$ cat src/rtl/mux_pair_driver_if.sv
// Bundle of command, mux-unit and response signals for the dual-lane mux driver.
// No latency of its own; pure wiring between driver and environment.
// Flow control is valid/ready on the cmd and rsp groups; mux group is level-driven.
interface mux_pair_driver_if #(
   parameter int WIDTH = 8
);
   // command side
   logic             cmd_valid;
   logic             cmd_ready;
   logic [1:0]       cmd_sel0;
   logic [1:0]       cmd_sel1;
   logic [WIDTH-1:0] cmd_data0;
   logic [WIDTH-1:0] cmd_data1;

   // mux unit side
   logic [1:0]       mux_sel_0;
   logic [1:0]       mux_sel_1;
   logic [WIDTH-1:0] mux_in_0;
   logic [WIDTH-1:0] mux_in_1;
   logic [WIDTH-1:0] mux_out_0;
   logic [WIDTH-1:0] mux_out_1;

   // response side
   logic             rsp_valid;
   logic             rsp_ready;
   logic [WIDTH-1:0] rsp_data0;
   logic [WIDTH-1:0] rsp_data1;
   logic             rsp_err0;
   logic             rsp_err1;

   // status
   logic             busy;

   // The driver block itself
   modport master (
      input  cmd_valid, cmd_sel0, cmd_sel1, cmd_data0, cmd_data1,
      output cmd_ready,
      output mux_sel_0, mux_sel_1, mux_in_0, mux_in_1,
      input  mux_out_0, mux_out_1,
      output rsp_valid, rsp_data0, rsp_data1, rsp_err0, rsp_err1,
      input  rsp_ready,
      output busy
   );

   // Command producer / mux unit / response consumer
   modport slave (
      output cmd_valid, cmd_sel0, cmd_sel1, cmd_data0, cmd_data1,
      input  cmd_ready,
      input  mux_sel_0, mux_sel_1, mux_in_0, mux_in_1,
      output mux_out_0, mux_out_1,
      input  rsp_valid, rsp_data0, rsp_data1, rsp_err0, rsp_err1,
      output rsp_ready,
      input  busy
   );
endinterface

$ cat src/rtl/mux_pair_driver.sv
// Drives one command into the dual-lane select mux, waits a settle window, checks both lane outputs.
// Latency: capture SETTLE_CYCLES edges after command acceptance; rsp_valid visible the cycle after.
// Backpressure: response held stable until rsp_ready; no new command accepted until the response leaves.
module mux_pair_driver #(
   parameter int WIDTH         = 8,
   parameter int SETTLE_CYCLES = 2
) (
   input logic               clk,
   input logic               rst,
   mux_pair_driver_if.master bus
);

   typedef enum logic [1:0] {
      IDLE   = 2'd0,
      SETTLE = 2'd1,
      RESP   = 2'd2
   } state_t;

   // Counter reload so that capture lands exactly SETTLE_CYCLES edges after acceptance.
   localparam logic [3:0] CNT_LOAD = 4'(SETTLE_CYCLES - 1);

   state_t           state_q;
   state_t           state_d;
   logic [3:0]       cnt_q;

   logic [1:0]       mux_sel0_q;
   logic [1:0]       mux_sel1_q;
   logic [WIDTH-1:0] mux_in0_q;
   logic [WIDTH-1:0] mux_in1_q;

   logic [WIDTH-1:0] exp0_q;
   logic [WIDTH-1:0] exp1_q;
   logic [WIDTH-1:0] exp0_d;
   logic [WIDTH-1:0] exp1_d;

   logic             rsp_valid_q;
   logic [WIDTH-1:0] rsp_data0_q;
   logic [WIDTH-1:0] rsp_data1_q;
   logic             rsp_err0_q;
   logic             rsp_err1_q;

   logic             cmd_ready;
   logic             cmd_fire;
   logic             rsp_fire;
   logic             capture;

   assign cmd_fire = bus.cmd_valid && cmd_ready;
   assign rsp_fire = rsp_valid_q && bus.rsp_ready;
   assign capture  = (state_q == SETTLE) && (cnt_q == 4'd0);

   // Expected lane values: codes are zero-extended before the lane-1 offset add, so no wrap.
   always_comb begin
      exp0_d = (bus.cmd_sel0 == 2'd0) ? bus.cmd_data0 : WIDTH'(bus.cmd_sel0);
      exp1_d = (bus.cmd_sel1 == 2'd0) ? bus.cmd_data1
                                      : WIDTH'(bus.cmd_sel1) + WIDTH'(3);
   end

   // State register.
   always_ff @(posedge clk) begin
      if (rst) begin
         state_q <= IDLE;
      end else begin
         state_q <= state_d;
      end
   end

   // Next-state: one command, one settle window, one response; never overlapping.
   always_comb begin
      state_d = state_q;
      unique case (state_q)
         IDLE:    if (cmd_fire) state_d = SETTLE;
         SETTLE:  if (capture)  state_d = RESP;
         RESP:    if (rsp_fire) state_d = IDLE;
         default:               state_d = IDLE;
      endcase
   end

   // State-derived outputs; ready is masked during reset so nothing is accepted on a reset edge.
   always_comb begin
      cmd_ready = (state_q == IDLE) && !rst;
      bus.cmd_ready = cmd_ready;
      bus.busy      = (state_q != IDLE);
   end

   // Settle counter: loaded on acceptance, counts down to the capture edge.
   always_ff @(posedge clk) begin
      if (rst) begin
         cnt_q <= 4'd0;
      end else if (cmd_fire) begin
         cnt_q <= CNT_LOAD;
      end else if ((state_q == SETTLE) && (cnt_q != 4'd0)) begin
         cnt_q <= cnt_q - 4'd1;
      end
   end

   // Mux drive registers: only a command handshake changes them, they hold through RESP and IDLE.
   always_ff @(posedge clk) begin
      if (rst) begin
         mux_sel0_q <= 2'd0;
         mux_sel1_q <= 2'd0;
         mux_in0_q  <= '0;
         mux_in1_q  <= '0;
      end else if (cmd_fire) begin
         mux_sel0_q <= bus.cmd_sel0;
         mux_sel1_q <= bus.cmd_sel1;
         mux_in0_q  <= bus.cmd_data0;
         mux_in1_q  <= bus.cmd_data1;
      end
   end

   // Expected values are latched alongside the command so the capture compare is register-to-register.
   always_ff @(posedge clk) begin
      if (rst) begin
         exp0_q <= '0;
         exp1_q <= '0;
      end else if (cmd_fire) begin
         exp0_q <= exp0_d;
         exp1_q <= exp1_d;
      end
   end

   // Response registers: capture at the end of the settle window; data/err outlive the handshake.
   always_ff @(posedge clk) begin
      if (rst) begin
         rsp_valid_q <= 1'b0;
         rsp_data0_q <= '0;
         rsp_data1_q <= '0;
         rsp_err0_q  <= 1'b0;
         rsp_err1_q  <= 1'b0;
      end else if (capture) begin
         rsp_valid_q <= 1'b1;
         rsp_data0_q <= bus.mux_out_0;
         rsp_data1_q <= bus.mux_out_1;
         rsp_err0_q  <= (bus.mux_out_0 != exp0_q);
         rsp_err1_q  <= (bus.mux_out_1 != exp1_q);
      end else if (rsp_fire) begin
         rsp_valid_q <= 1'b0;
      end
   end

   assign bus.mux_sel_0 = mux_sel0_q;
   assign bus.mux_sel_1 = mux_sel1_q;
   assign bus.mux_in_0  = mux_in0_q;
   assign bus.mux_in_1  = mux_in1_q;

   assign bus.rsp_valid = rsp_valid_q;
   assign bus.rsp_data0 = rsp_data0_q;
   assign bus.rsp_data1 = rsp_data1_q;
   assign bus.rsp_err0  = rsp_err0_q;
   assign bus.rsp_err1  = rsp_err1_q;

   // A pending response must not move while the consumer stalls.
   a_rsp_hold: assert property (@(posedge clk) disable iff (rst)
      (rsp_valid_q && !bus.rsp_ready) |=>
         (rsp_valid_q && $stable(rsp_data0_q) && $stable(rsp_data1_q)
          && $stable(rsp_err0_q) && $stable(rsp_err1_q)));

   // Response only ever presented in RESP.
   a_rsp_in_resp: assert property (@(posedge clk) disable iff (rst)
      rsp_valid_q |-> (state_q == RESP));

   // Mux drive only changes on an accepted command.
   a_mux_hold: assert property (@(posedge clk) disable iff (rst)
      !cmd_fire |=> ($stable(mux_sel0_q) && $stable(mux_sel1_q)
                     && $stable(mux_in0_q) && $stable(mux_in1_q)));

endmodule

$ cat src/flat_wrapper.sv
// flat-port wrapper written by rule: the top's interface ports become plain ports
module mux_pair_driver_flat 
#(
   parameter int WIDTH         = 8,
   parameter int SETTLE_CYCLES = 2
)
  (clk, rst, bus_cmd_valid, bus_cmd_sel0, bus_cmd_sel1, bus_cmd_data0, bus_cmd_data1, bus_cmd_ready, bus_mux_sel_0, bus_mux_sel_1, bus_mux_in_0, bus_mux_in_1, bus_mux_out_0, bus_mux_out_1, bus_rsp_valid, bus_rsp_data0, bus_rsp_data1, bus_rsp_err0, bus_rsp_err1, bus_rsp_ready, bus_busy);
  mux_pair_driver_if #(.WIDTH(WIDTH)) bus_i ();
  input logic clk;
  input logic rst;
  input wire logic [$bits(bus_i.cmd_valid)-1:0] bus_cmd_valid;
  input wire logic [$bits(bus_i.cmd_sel0)-1:0] bus_cmd_sel0;
  input wire logic [$bits(bus_i.cmd_sel1)-1:0] bus_cmd_sel1;
  input wire logic [$bits(bus_i.cmd_data0)-1:0] bus_cmd_data0;
  input wire logic [$bits(bus_i.cmd_data1)-1:0] bus_cmd_data1;
  output wire logic [$bits(bus_i.cmd_ready)-1:0] bus_cmd_ready;
  output wire logic [$bits(bus_i.mux_sel_0)-1:0] bus_mux_sel_0;
  output wire logic [$bits(bus_i.mux_sel_1)-1:0] bus_mux_sel_1;
  output wire logic [$bits(bus_i.mux_in_0)-1:0] bus_mux_in_0;
  output wire logic [$bits(bus_i.mux_in_1)-1:0] bus_mux_in_1;
  input wire logic [$bits(bus_i.mux_out_0)-1:0] bus_mux_out_0;
  input wire logic [$bits(bus_i.mux_out_1)-1:0] bus_mux_out_1;
  output wire logic [$bits(bus_i.rsp_valid)-1:0] bus_rsp_valid;
  output wire logic [$bits(bus_i.rsp_data0)-1:0] bus_rsp_data0;
  output wire logic [$bits(bus_i.rsp_data1)-1:0] bus_rsp_data1;
  output wire logic [$bits(bus_i.rsp_err0)-1:0] bus_rsp_err0;
  output wire logic [$bits(bus_i.rsp_err1)-1:0] bus_rsp_err1;
  input wire logic [$bits(bus_i.rsp_ready)-1:0] bus_rsp_ready;
  output wire logic [$bits(bus_i.busy)-1:0] bus_busy;
  assign bus_i.cmd_valid = bus_cmd_valid;
  assign bus_i.cmd_sel0 = bus_cmd_sel0;
  assign bus_i.cmd_sel1 = bus_cmd_sel1;
  assign bus_i.cmd_data0 = bus_cmd_data0;
  assign bus_i.cmd_data1 = bus_cmd_data1;
  assign bus_cmd_ready = bus_i.cmd_ready;
  assign bus_mux_sel_0 = bus_i.mux_sel_0;
  assign bus_mux_sel_1 = bus_i.mux_sel_1;
  assign bus_mux_in_0 = bus_i.mux_in_0;
  assign bus_mux_in_1 = bus_i.mux_in_1;
  assign bus_i.mux_out_0 = bus_mux_out_0;
  assign bus_i.mux_out_1 = bus_mux_out_1;
  assign bus_rsp_valid = bus_i.rsp_valid;
  assign bus_rsp_data0 = bus_i.rsp_data0;
  assign bus_rsp_data1 = bus_i.rsp_data1;
  assign bus_rsp_err0 = bus_i.rsp_err0;
  assign bus_rsp_err1 = bus_i.rsp_err1;
  assign bus_i.rsp_ready = bus_rsp_ready;
  assign bus_busy = bus_i.busy;
  mux_pair_driver #(.WIDTH(WIDTH), .SETTLE_CYCLES(SETTLE_CYCLES)) u_core (.clk(clk), .rst(rst), .bus(bus_i));
endmodule
$ cat config.mk
export PLATFORM = sky130hd
export DESIGN_NAME = mux_pair_driver_flat
export DESIGN_NICKNAME = d
export VERILOG_FILES = /design/src/rtl/mux_pair_driver_if.sv /design/src/rtl/mux_pair_driver.sv /design/src/flat_wrapper.sv
export SDC_FILE = /design/constraint.sdc
export NUM_CORES = 1
export LEC_CHECK = 0
export ABC_CLOCK_PERIOD_IN_PS = 5200
export BUFFER_PORTS_ARGS = -buffer_cell sky130_fd_sc_hd__buf_2
export CORE_ASPECT_RATIO = 1.5
export CORE_UTILIZATION = 54
export DETAILED_ROUTE_END_ITERATION = 6
export PLACE_DENSITY = 0.84
export SLEW_MARGIN = 20
export SYNTH_ARGS = -nofsm -noshare
export SYNTH_HDL_FRONTEND = slang
export SYNTH_SLANG_ARGS = --single-unit
$ cat constraint.sdc
create_clock -name clk -period 5.2 [get_ports clk]
set_clock_uncertainty 0.1 [all_clocks]
set_input_delay 0.26 -clock clk [delete_from_list [all_inputs] [get_ports clk]]
set_output_delay 0.26 -clock clk [all_outputs]
set_load 0.03 [all_outputs]
==> results of run 1 <==
==> state kept, by name, indices dropped and copies added, names as in the netlist, 2 cells and up <==
register,flops
u_core.bus.mux_sel_0,2
u_core.bus.mux_in_1,8
u_core.bus.mux_in_0,8
u_core.exp0_q,8
u_core.cnt_q,4
u_core.bus.rsp_data1,8
u_core.bus.mux_sel_1,2
u_core.bus.rsp_data0,8
u_core.exp1_q,8
u_core.state_q,2
==> per-layer routing <==
| metal | global-route usage [%] | vias to the layer above | part of all wire (%) |
|---|---|---|---|
| met4 | 11.0 | 0 | 2.6 |
| li1 | - | 1122 | - |
| met1 | 28.0 | 979 | 43 |
| met2 | 35.2 | 60 | 50 |
| met5 | 0 | - | 0 |
| met3 | 5.88 | 12 | 4.8 |
==> logic make-up after synthesis <==
| group | Yosys count |
|---|---|
| buf+inv | 22 |
| compound gates | 59 |
| simple gates | 134 |
| flops | 61 |
| fa+ha+maj | 1 |
| xor+xnor | 19 |
==> power breakdown <==
part | internal, mW | leakage (nW) | switching [mW] | total (mW)
Sequential | 0.496 | 0.498 | 0.0159 | 0.512
Clock | 0.231 | 0.0992 | 0.169 | 0.399
Combinational | 0.0581 | 0.655 | 0.115 | 0.173
Total | 0.785 | 1.25 | 0.299 | 1.08
==> area by class of cell <==
cell class | count | area [um^2] | share of cell area, %
Clock inverter | 4 | 48.8 | 1.60
Sequential cell | 61 | 1220 | 40.1
Tap cell | 48 | 60.1 | 1.97
Inverter | 4 | 15.0 | 0.493
Timing Repair Buffer | 80 | 400 | 13.1
Clock buffer | 11 | 141 | 4.64
Multi-Input combinational cell | 213 | 1160 | 38.1
==> worst reg2reg max path, stage by stage, from the launching register on <==
cell and delay (ps):
sky130_fd_sc_hd__dfxtp_1 310, sky130_fd_sc_hd__inv_1 110, sky130_fd_sc_hd__ha_1 190, sky130_fd_sc_hd__or3b_4 440, sky130_fd_sc_hd__nor2b_4 390, sky130_fd_sc_hd__nand2_1 140
sky130_fd_sc_hd__a21oi_2 130
==> per-stage QoR <==
step	hold WS (ps)	setup slack (ps)	cell area, um^2
after global placement	342	2980	2860
after CTS	26.6	3110	3050
after floorplan	235	3510	2510
final	37.6	3330	3050
after global routing	50.7	3130	3050
after detailed placement	347	2820	2860
==> synth_stat cells <==
master / n / share of area (%)
sky130_fd_sc_hd__ha_1: 1 / 0.50
sky130_fd_sc_hd__and2_1: 1 / 0.25
sky130_fd_sc_hd__nor2_1: 8 / 1.2
sky130_fd_sc_hd__or3_1: 1 / 0.25
sky130_fd_sc_hd__nand2b_1: 2 / 0.50
sky130_fd_sc_hd__a21oi_2: 10 / 3.5
sky130_fd_sc_hd__buf_2: 6 / 1.2
sky130_fd_sc_hd__o21ai_0: 30 / 6.0
sky130_fd_sc_hd__dfxtp_1: 61 / 49
sky130_fd_sc_hd__nand3_1: 13 / 2.6
sky130_fd_sc_hd__or2_2: 1 / 0.25
sky130_fd_sc_hd__a2111oi_4: 1 / 1.1
sky130_fd_sc_hd__nand3b_1: 1 / 0.30
sky130_fd_sc_hd__nor3_1: 6 / 1.2
sky130_fd_sc_hd__and3_1: 1 / 0.25
sky130_fd_sc_hd__inv_1: 4 / 0.60
sky130_fd_sc_hd__nand2_1: 86 / 13
sky130_fd_sc_hd__nor2b_4: 1 / 0.55
sky130_fd_sc_hd__xnor2_1: 17 / 5.9
sky130_fd_sc_hd__clkbuf_2: 1 / 0.20
sky130_fd_sc_hd__xor2_1: 2 / 0.70
sky130_fd_sc_hd__buf_12: 1 / 0.80
sky130_fd_sc_hd__or3b_4: 1 / 0.45
sky130_fd_sc_hd__nor3_2: 3 / 1.2
sky130_fd_sc_hd__a21oi_1: 15 / 3.0
sky130_fd_sc_hd__buf_6: 3 / 1.3
sky130_fd_sc_hd__a211oi_1: 1 / 0.30
sky130_fd_sc_hd__a311oi_1: 2 / 0.70
sky130_fd_sc_hd__clkbuf_1: 6 / 0.90
sky130_fd_sc_hd__buf_4: 1 / 0.30
sky130_fd_sc_hd__nand4_1: 4 / 1.0
sky130_fd_sc_hd__and2b_1: 1 / 0.30
sky130_fd_sc_hd__nand2b_4: 1 / 0.55
sky130_fd_sc_hd__nand2_2: 3 / 0.75
==> worst max-delay path by stage <==
stage	from	depth (start not counted)	endpoint	slack (ps)
6_report	u_core.cnt_q[1]	6	u_core.bus.rsp_data1[3]	3330
5_1_grt	u_core.cnt_q[1]	6	u_core.bus.rsp_err1	3130
4_1_cts	u_core.state_q[0]	4	u_core.exp0_q[0]	3110
3_5_place_dp	rst	5	u_core.exp0_q[0]	2820
3_3_place_gp	rst	5	u_core.exp0_q[0]	2980
2_1_floorplan	u_core.state_q[0]	5	u_core.bus.mux_in_0[2]	3510
==> impl_metrics.prom, run 1 <==
# TYPE chip_impl_metric gauge
chip_impl_metric{name="cts_post_setup_buffers_inserted",unit=""} 0
chip_impl_metric{name="totalNegativeSetupSlack",unit="ps"} 0
chip_impl_metric{name="cts.sinks",unit=""} 61
chip_impl_metric{name="postLayoutCoreUtil",unit="%"} 67.6
chip_impl_info{name="tritoncts",value="built"} 1
chip_impl_metric{name="power.leakage",unit="nW"} 1.25
chip_impl_metric{name="viasPerCell",unit=""} 5.16
chip_impl_metric{name="first_iter_violations",unit=""} 94
chip_impl_metric{name="synthMuxAreaShare",unit="%"} 0
chip_impl_metric{name="grt_util_all_layers",unit="%"} 22.3
chip_impl_metric{name="slew-limit-headroom",unit="%"} 39.2
chip_impl_metric{name="resized_cells_post_cts",unit=""} 0
chip_impl_info{name="worstHoldStart",value="bus_cmd_data1[2]"} 1
chip_impl_metric{name="critical_path_required",unit="ps"} 5350
chip_impl_metric{name="power-per-cell-area",unit="nW/um^2"} 356
chip_impl_metric{name="crit_share_post_route",unit="%"} 36.0
chip_impl_metric{name="grt_antenna_before_repair",unit=""} 0
chip_impl_metric{name="synth_compound_gate_area_share",unit="%"} 14.5
chip_impl_metric{name="hold_depth",unit=""} 3
chip_impl_metric{name="fillers",unit=""} 386
chip_impl_info{name="timing.rr.end",value="u_core.bus.rsp_data1[3]"} 1
chip_impl_info{name="path_class",value="reg -> reg"} 1
chip_impl_metric{name="synth_simple_gate_area_share",unit="%"} 24.4
chip_impl_metric{name="synth_xor_xnor_area_share",unit="%"} 6.62
chip_impl_metric{name="setup_violations",unit=""} 0
chip_impl_metric{name="cp_max_fo",unit=""} 18
chip_impl_info{name="timing.hold.worst.class",value="in -> reg"} 1
chip_impl_metric{name="design.die.area",unit="um^2"} 4940
chip_impl_metric{name="insertion_delay",unit="ps"} 320
chip_impl_info{name="synth_top_family_by_area",value="simple AND/OR/NAND/NOR gates"} 1
chip_impl_metric{name="cts_hold_buf",unit=""} 0
chip_impl_metric{name="grt_pass1_vias",unit=""} 1904
chip_impl_metric{name="post-dp-hpwl",unit="mm"} 3.62
chip_impl_info{name="cp_cell_sequence",value="inv_1 -> ha_1 -> or3b_4 -> nor2b_4 -> nand2_1 -> a21oi_2"} 1
chip_impl_metric{name="rows",unit=""} 30
chip_impl_metric{name="final_hold_violation_count",unit=""} 0
chip_impl_metric{name="dieHeight",unit="um"} 85.5
chip_impl_metric{name="synthesis.instances",unit=""} 296
chip_impl_metric{name="synthDistinctLibCells",unit=""} 34
chip_impl_metric{name="synth.avg_cell_area",unit="um^2"} 8.49
chip_impl_metric{name="synthesis.nets",unit=""} 337
chip_impl_metric{name="cts_buffers",unit=""} 9
chip_impl_info{name="min_delay_worst_endpoint",value="u_core.bus.mux_in_1[2]"} 1
chip_impl_metric{name="vdd_drop_max",unit="V"} 0.000187
chip_impl_metric{name="io_pins",unit=""} 81
chip_impl_info{name="cts_root_buffer",value="sky130_fd_sc_hd__clkbuf_8"} 1
chip_impl_info{name="setup.worst_path.end_class",value="flip-flop"} 1
chip_impl_metric{name="cell_count_after_placement",unit=""} 406
chip_impl_metric{name="fmaxAchievable",unit="GHz"} 0.534
chip_impl_metric{name="grt_first_pass_wirelength",unit="mm"} 8.58
chip_impl_metric{name="cp.arrival",unit="ps"} 2030
chip_impl_metric{name="ys_seq_area_share",unit="%"} 48.6
chip_impl_metric{name="firstDrtPassIters",unit=""} 6
chip_impl_metric{name="mapped_area",unit="um^2"} 2510
chip_impl_info{name="status",value="finished, violations left"} 1
chip_impl_metric{name="r2r_slack",unit="ps"} 3330
chip_impl_metric{name="post_synthesis_sequential_element_count",unit=""} 61
chip_impl_metric{name="path_clk_slew",unit="ps"} 60
chip_impl_metric{name="tightest_slew",unit="ps"} 911
chip_impl_info{name="setup_repair_after_global_routing_missed_its_margin",value="no"} 1
chip_impl_info{name="final_cell_mix",value="sky130_fd_sc_hd__nand2_1, sky130_fd_sc_hd__buf_2, sky130_fd_sc_hd__dfxtp_1, sky130_fd_sc_hd__o21ai_0, sky130_fd_sc_hd__xnor2_1"} 1
chip_impl_metric{name="route.detailed.drc",unit=""} 4
chip_impl_metric{name="antenna-diode-count",unit=""} 0
chip_impl_metric{name="yosysWarnings",unit=""} 0
chip_impl_metric{name="total_detailed_routing_wirelength",unit="mm"} 5.29
chip_impl_info{name="cp_top_family",value="simple AND/OR/NAND/NOR gates"} 1
chip_impl_metric{name="detail-route-antenna-nets",unit=""} 0
chip_impl_metric{name="timing_max_transition_violations_final",unit=""} 0
chip_impl_metric{name="nNetsFinal",unit=""} 410
chip_impl_metric{name="floorplan.core_area",unit="um^2"} 4500
chip_impl_info{name="critical_path.startpoint_type",value="flip-flop"} 1
chip_impl_metric{name="drive_gt1_share",unit="%"} 31.1
chip_impl_metric{name="grt_max_degree",unit=""} 73
chip_impl_metric{name="finalWorstPathRequiredPeriod",unit="ps"} 1870
chip_impl_metric{name="maxCapViolations",unit=""} 0
chip_impl_metric{name="initial_utilization",unit="%"} 55.8
chip_impl_metric{name="r2r.worst_path.cells",unit=""} 6
chip_impl_metric{name="htree_num_levels",unit=""} 3
chip_impl_metric{name="io_buffers",unit=""} 80
chip_impl_metric{name="cts.path.max_buffers",unit=""} 2
chip_impl_metric{name="die-width",unit="um"} 57.7
chip_impl_info{name="slowest_stage",value="sky130_fd_sc_hd__or3b_4"} 1
chip_impl_metric{name="area_growth",unit="%"} 21.3
chip_impl_metric{name="routed_wire_length_per_instance",unit="um"} 12.6
chip_impl_info{name="startpoint_of_the_most_critical_register_to_register_path",value="u_core.cnt_q[1]"} 1
chip_impl_metric{name="power",unit="mW"} 1.08
chip_impl_metric{name="critPathBufInv",unit=""} 1
chip_impl_info{name="final_common_cell",value="sky130_fd_sc_hd__nand2_1"} 1
chip_impl_metric{name="layout.cells.non_filler",unit=""} 421
chip_impl_info{name="violations_in_the_final_reports",value="DRC"} 1
chip_impl_metric{name="synth_fa_ha_area_share",unit="%"} 0.498
chip_impl_metric{name="max_stage_delay",unit="ps"} 440
chip_impl_metric{name="vias",unit=""} 2173
chip_impl_metric{name="place_congestion",unit=""} 0.781
chip_impl_metric{name="grt_overflow",unit=""} 0
Note: power is estimated with default switching activity, not from simulation.
==> run 2, diff against run 1 <==
- ABC_CLOCK_PERIOD_IN_PS: 5200 -> 1860
- CORE_UTILIZATION: 54 -> 50
- PLACE_DENSITY: 0.84 -> 0.79
- clock period: 5.2 -> 1.86 ns (I/O delays scaled with it)
==> run 2 against run 1 <==
- the run now ends clean
- core utilization rose by 6.3 points
- critical path type unchanged
- largest power group unchanged
- setup slack got worse by 3200 ps
- combinational power rose to 3.5 times the previous value
- highest routed layer unchanged
==> impl_metrics.prom, run 2 (same netlist as run 1, synthesis figures left out) <==
# TYPE chip_impl_metric gauge
chip_impl_metric{name="routed_wire_length_per_instance",unit="um"} 12.8
chip_impl_metric{name="cp_max_fo",unit=""} 10
chip_impl_info{name="tritoncts",value="built"} 1
chip_impl_info{name="setup_repair_after_global_routing_missed_its_margin",value="no"} 1
chip_impl_info{name="slowest_stage",value="sky130_fd_sc_hd__or3b_4"} 1
chip_impl_info{name="timing.hold.worst.class",value="in -> reg"} 1
chip_impl_metric{name="cp.arrival",unit="ps"} 1870
chip_impl_metric{name="detail-route-antenna-nets",unit=""} 0
chip_impl_metric{name="antenna-diode-count",unit=""} 0
chip_impl_metric{name="critical_path_required",unit="ps"} 1970
chip_impl_metric{name="crit_share_post_route",unit="%"} 94.6
chip_impl_metric{name="cts.sinks",unit=""} 61
chip_impl_metric{name="timing_max_transition_violations_final",unit=""} 0
chip_impl_metric{name="placed_cell_area",unit="um^2"} 3000
chip_impl_metric{name="route.detailed.drc",unit=""} 0
chip_impl_metric{name="drive_gt1_share",unit="%"} 30.7
chip_impl_metric{name="area_growth",unit="%"} 42.7
chip_impl_metric{name="rows",unit=""} 31
chip_impl_metric{name="finalWorstPathRequiredPeriod",unit="ps"} 1760
chip_impl_metric{name="cts.path.max_buffers",unit=""} 2
chip_impl_metric{name="post-dp-hpwl",unit="mm"} 3.89
chip_impl_metric{name="max_stage_delay",unit="ps"} 440
chip_impl_metric{name="grt_antenna_before_repair",unit=""} 0
chip_impl_info{name="final_common_cell",value="sky130_fd_sc_hd__nand2_1"} 1
chip_impl_metric{name="design.die.area",unit="um^2"} 5320
chip_impl_metric{name="htree_num_levels",unit=""} 3
chip_impl_metric{name="floorplan.core_area",unit="um^2"} 4850
chip_impl_metric{name="grt_pass1_vias",unit=""} 2297
chip_impl_info{name="cts_root_buffer",value="sky130_fd_sc_hd__clkbuf_8"} 1
chip_impl_metric{name="io_buffers",unit=""} 80
chip_impl_metric{name="vdd_drop_max",unit="V"} 0.000582
chip_impl_metric{name="grt_first_pass_wirelength",unit="mm"} 9.99
chip_impl_metric{name="viasPerCell",unit=""} 4.93
chip_impl_metric{name="stdcell_area",unit="um^2"} 3590
chip_impl_info{name="path_class",value="reg -> reg"} 1
chip_impl_metric{name="power.leakage",unit="nW"} 1.47
chip_impl_info{name="critical_path.startpoint_type",value="flip-flop"} 1
chip_impl_info{name="status",value="complete, no violations"} 1
chip_impl_metric{name="slew-limit-headroom",unit="%"} 69.1
chip_impl_metric{name="grt_util_all_layers",unit="%"} 25.1
chip_impl_info{name="final_cell_mix",value="sky130_fd_sc_hd__nand2_1, sky130_fd_sc_hd__buf_2, sky130_fd_sc_hd__dfxtp_1, sky130_fd_sc_hd__dlygate4sd3_1, sky130_fd_sc_hd__o21ai_0"} 1
chip_impl_metric{name="die-width",unit="um"} 59.9
chip_impl_metric{name="final_hold_violation_count",unit=""} 0
chip_impl_metric{name="fmaxAchievable",unit="GHz"} 0.568
chip_impl_metric{name="maxCapViolations",unit=""} 0
chip_impl_metric{name="totalNegativeSetupSlack",unit="ps"} 0
chip_impl_metric{name="power-per-cell-area",unit="nW/um^2"} 886
chip_impl_metric{name="grt_overflow",unit=""} 0
chip_impl_info{name="cp_top_family",value="simple AND/OR/NAND/NOR gates"} 1
chip_impl_metric{name="io_pins",unit=""} 81
chip_impl_info{name="cp_cell_sequence",value="inv_2 -> ha_2 -> or3b_4 -> nand2b_2 -> nand2_1 -> a21oi_2"} 1
chip_impl_metric{name="grt_max_degree",unit=""} 31
chip_impl_metric{name="setup_violations",unit=""} 0
chip_impl_metric{name="total_detailed_routing_wirelength",unit="mm"} 6.28
chip_impl_metric{name="tightest_slew",unit="ps"} 463
chip_impl_metric{name="firstDrtPassIters",unit=""} 4
chip_impl_metric{name="path_clk_slew",unit="ps"} 70
chip_impl_metric{name="insertion_delay",unit="ps"} 330
chip_impl_metric{name="critPathBufInv",unit=""} 1
chip_impl_metric{name="first_iter_violations",unit=""} 75
chip_impl_metric{name="initial_utilization",unit="%"} 51.8
chip_impl_metric{name="place_congestion",unit=""} 0.751
chip_impl_metric{name="nNetsFinal",unit=""} 459
chip_impl_info{name="setup.worst_path.end_class",value="flip-flop"} 1
chip_impl_metric{name="dieHeight",unit="um"} 88.8
chip_impl_metric{name="vias",unit=""} 2413
chip_impl_metric{name="cts_buffers",unit=""} 9
run 2: path summary, 6_finish.rpt:
path / startpoint / to / slack [ps] / cells past startpoint
setup / recovery: u_core.cnt_q[1] / u_core.bus.rsp_data1[0] / 100 / 6
hold / removal: bus_cmd_valid / u_core.state_q[0] / 30 / 3
setup reg to reg: u_core.cnt_q[1] / u_core.bus.rsp_data1[0] / 100 / 6
hold reg to reg: u_core.bus.mux_sel_1[0] / u_core.bus.mux_sel_1[0] / 360 / 2
run 2: timing repair:
action | in CTS | in global routing
endpoints found under the setup margin | 0 | 2
buffers inserted | 0 | 0
resized for setup | 0 | 2
hold buffers | 37 | 0
hold endpoints to repair | 53 | 0
run 2: power by group:
group	leakage [nW]	internal, mW	switching [mW]
logic	0.875	0.249	0.349
registers	0.498	1.39	0.0446
clock network	0.0964	0.651	0.495
total	1.47	2.29	0.889
run 2: layout make-up:
cell class                      count  area [um^2]
Multi-Input combinational cell    215         1180
Clock buffer                       12          145
Fill cell                         347         1260
Timing Repair Buffer              127          896
Sequential cell                    61         1220
Tap cell                           66         82.6
Clock inverter                      4         47.5
Inverter                            4         15.0
run 2: metal layers:
| layer | share of wire (%) | GRT usage (%) | vias to the layer above | wire, um |
|---|---|---|---|---|
| li1 | - | - | 1228 | - |
| met1 | 42 | 28.6 | 1082 | 2630 |
| met2 | 50 | 41.8 | 80 | 3160 |
| met3 | 4.2 | 8.19 | 23 | 264 |
| met4 | 3.5 | 12.1 | 0 | 221 |
| met5 | 0 | 0 | - | 0 |
run 2: stage by stage:
step                utilization (%)  instances  setup slack, ps  hold WS (ps)  power (mW)
finish                         74.0        489              100          33.5        3.18
global route                   74.0        489             27.6          42.5        3.32
CTS                            73.5        487             76.2          24.7        3.18
detailed placement             61.9        434             86.8           212        1.98
global placement               61.9        434              150           204        1.96
floorplan                         -        296              165          68.3        1.80
run 2: worst min-delay path: cells and delay by family:
kind / cells / cell delay, ps
buf+inv: 1 / 80
simple gates: 1 / 110
compound gates: 1 / 140
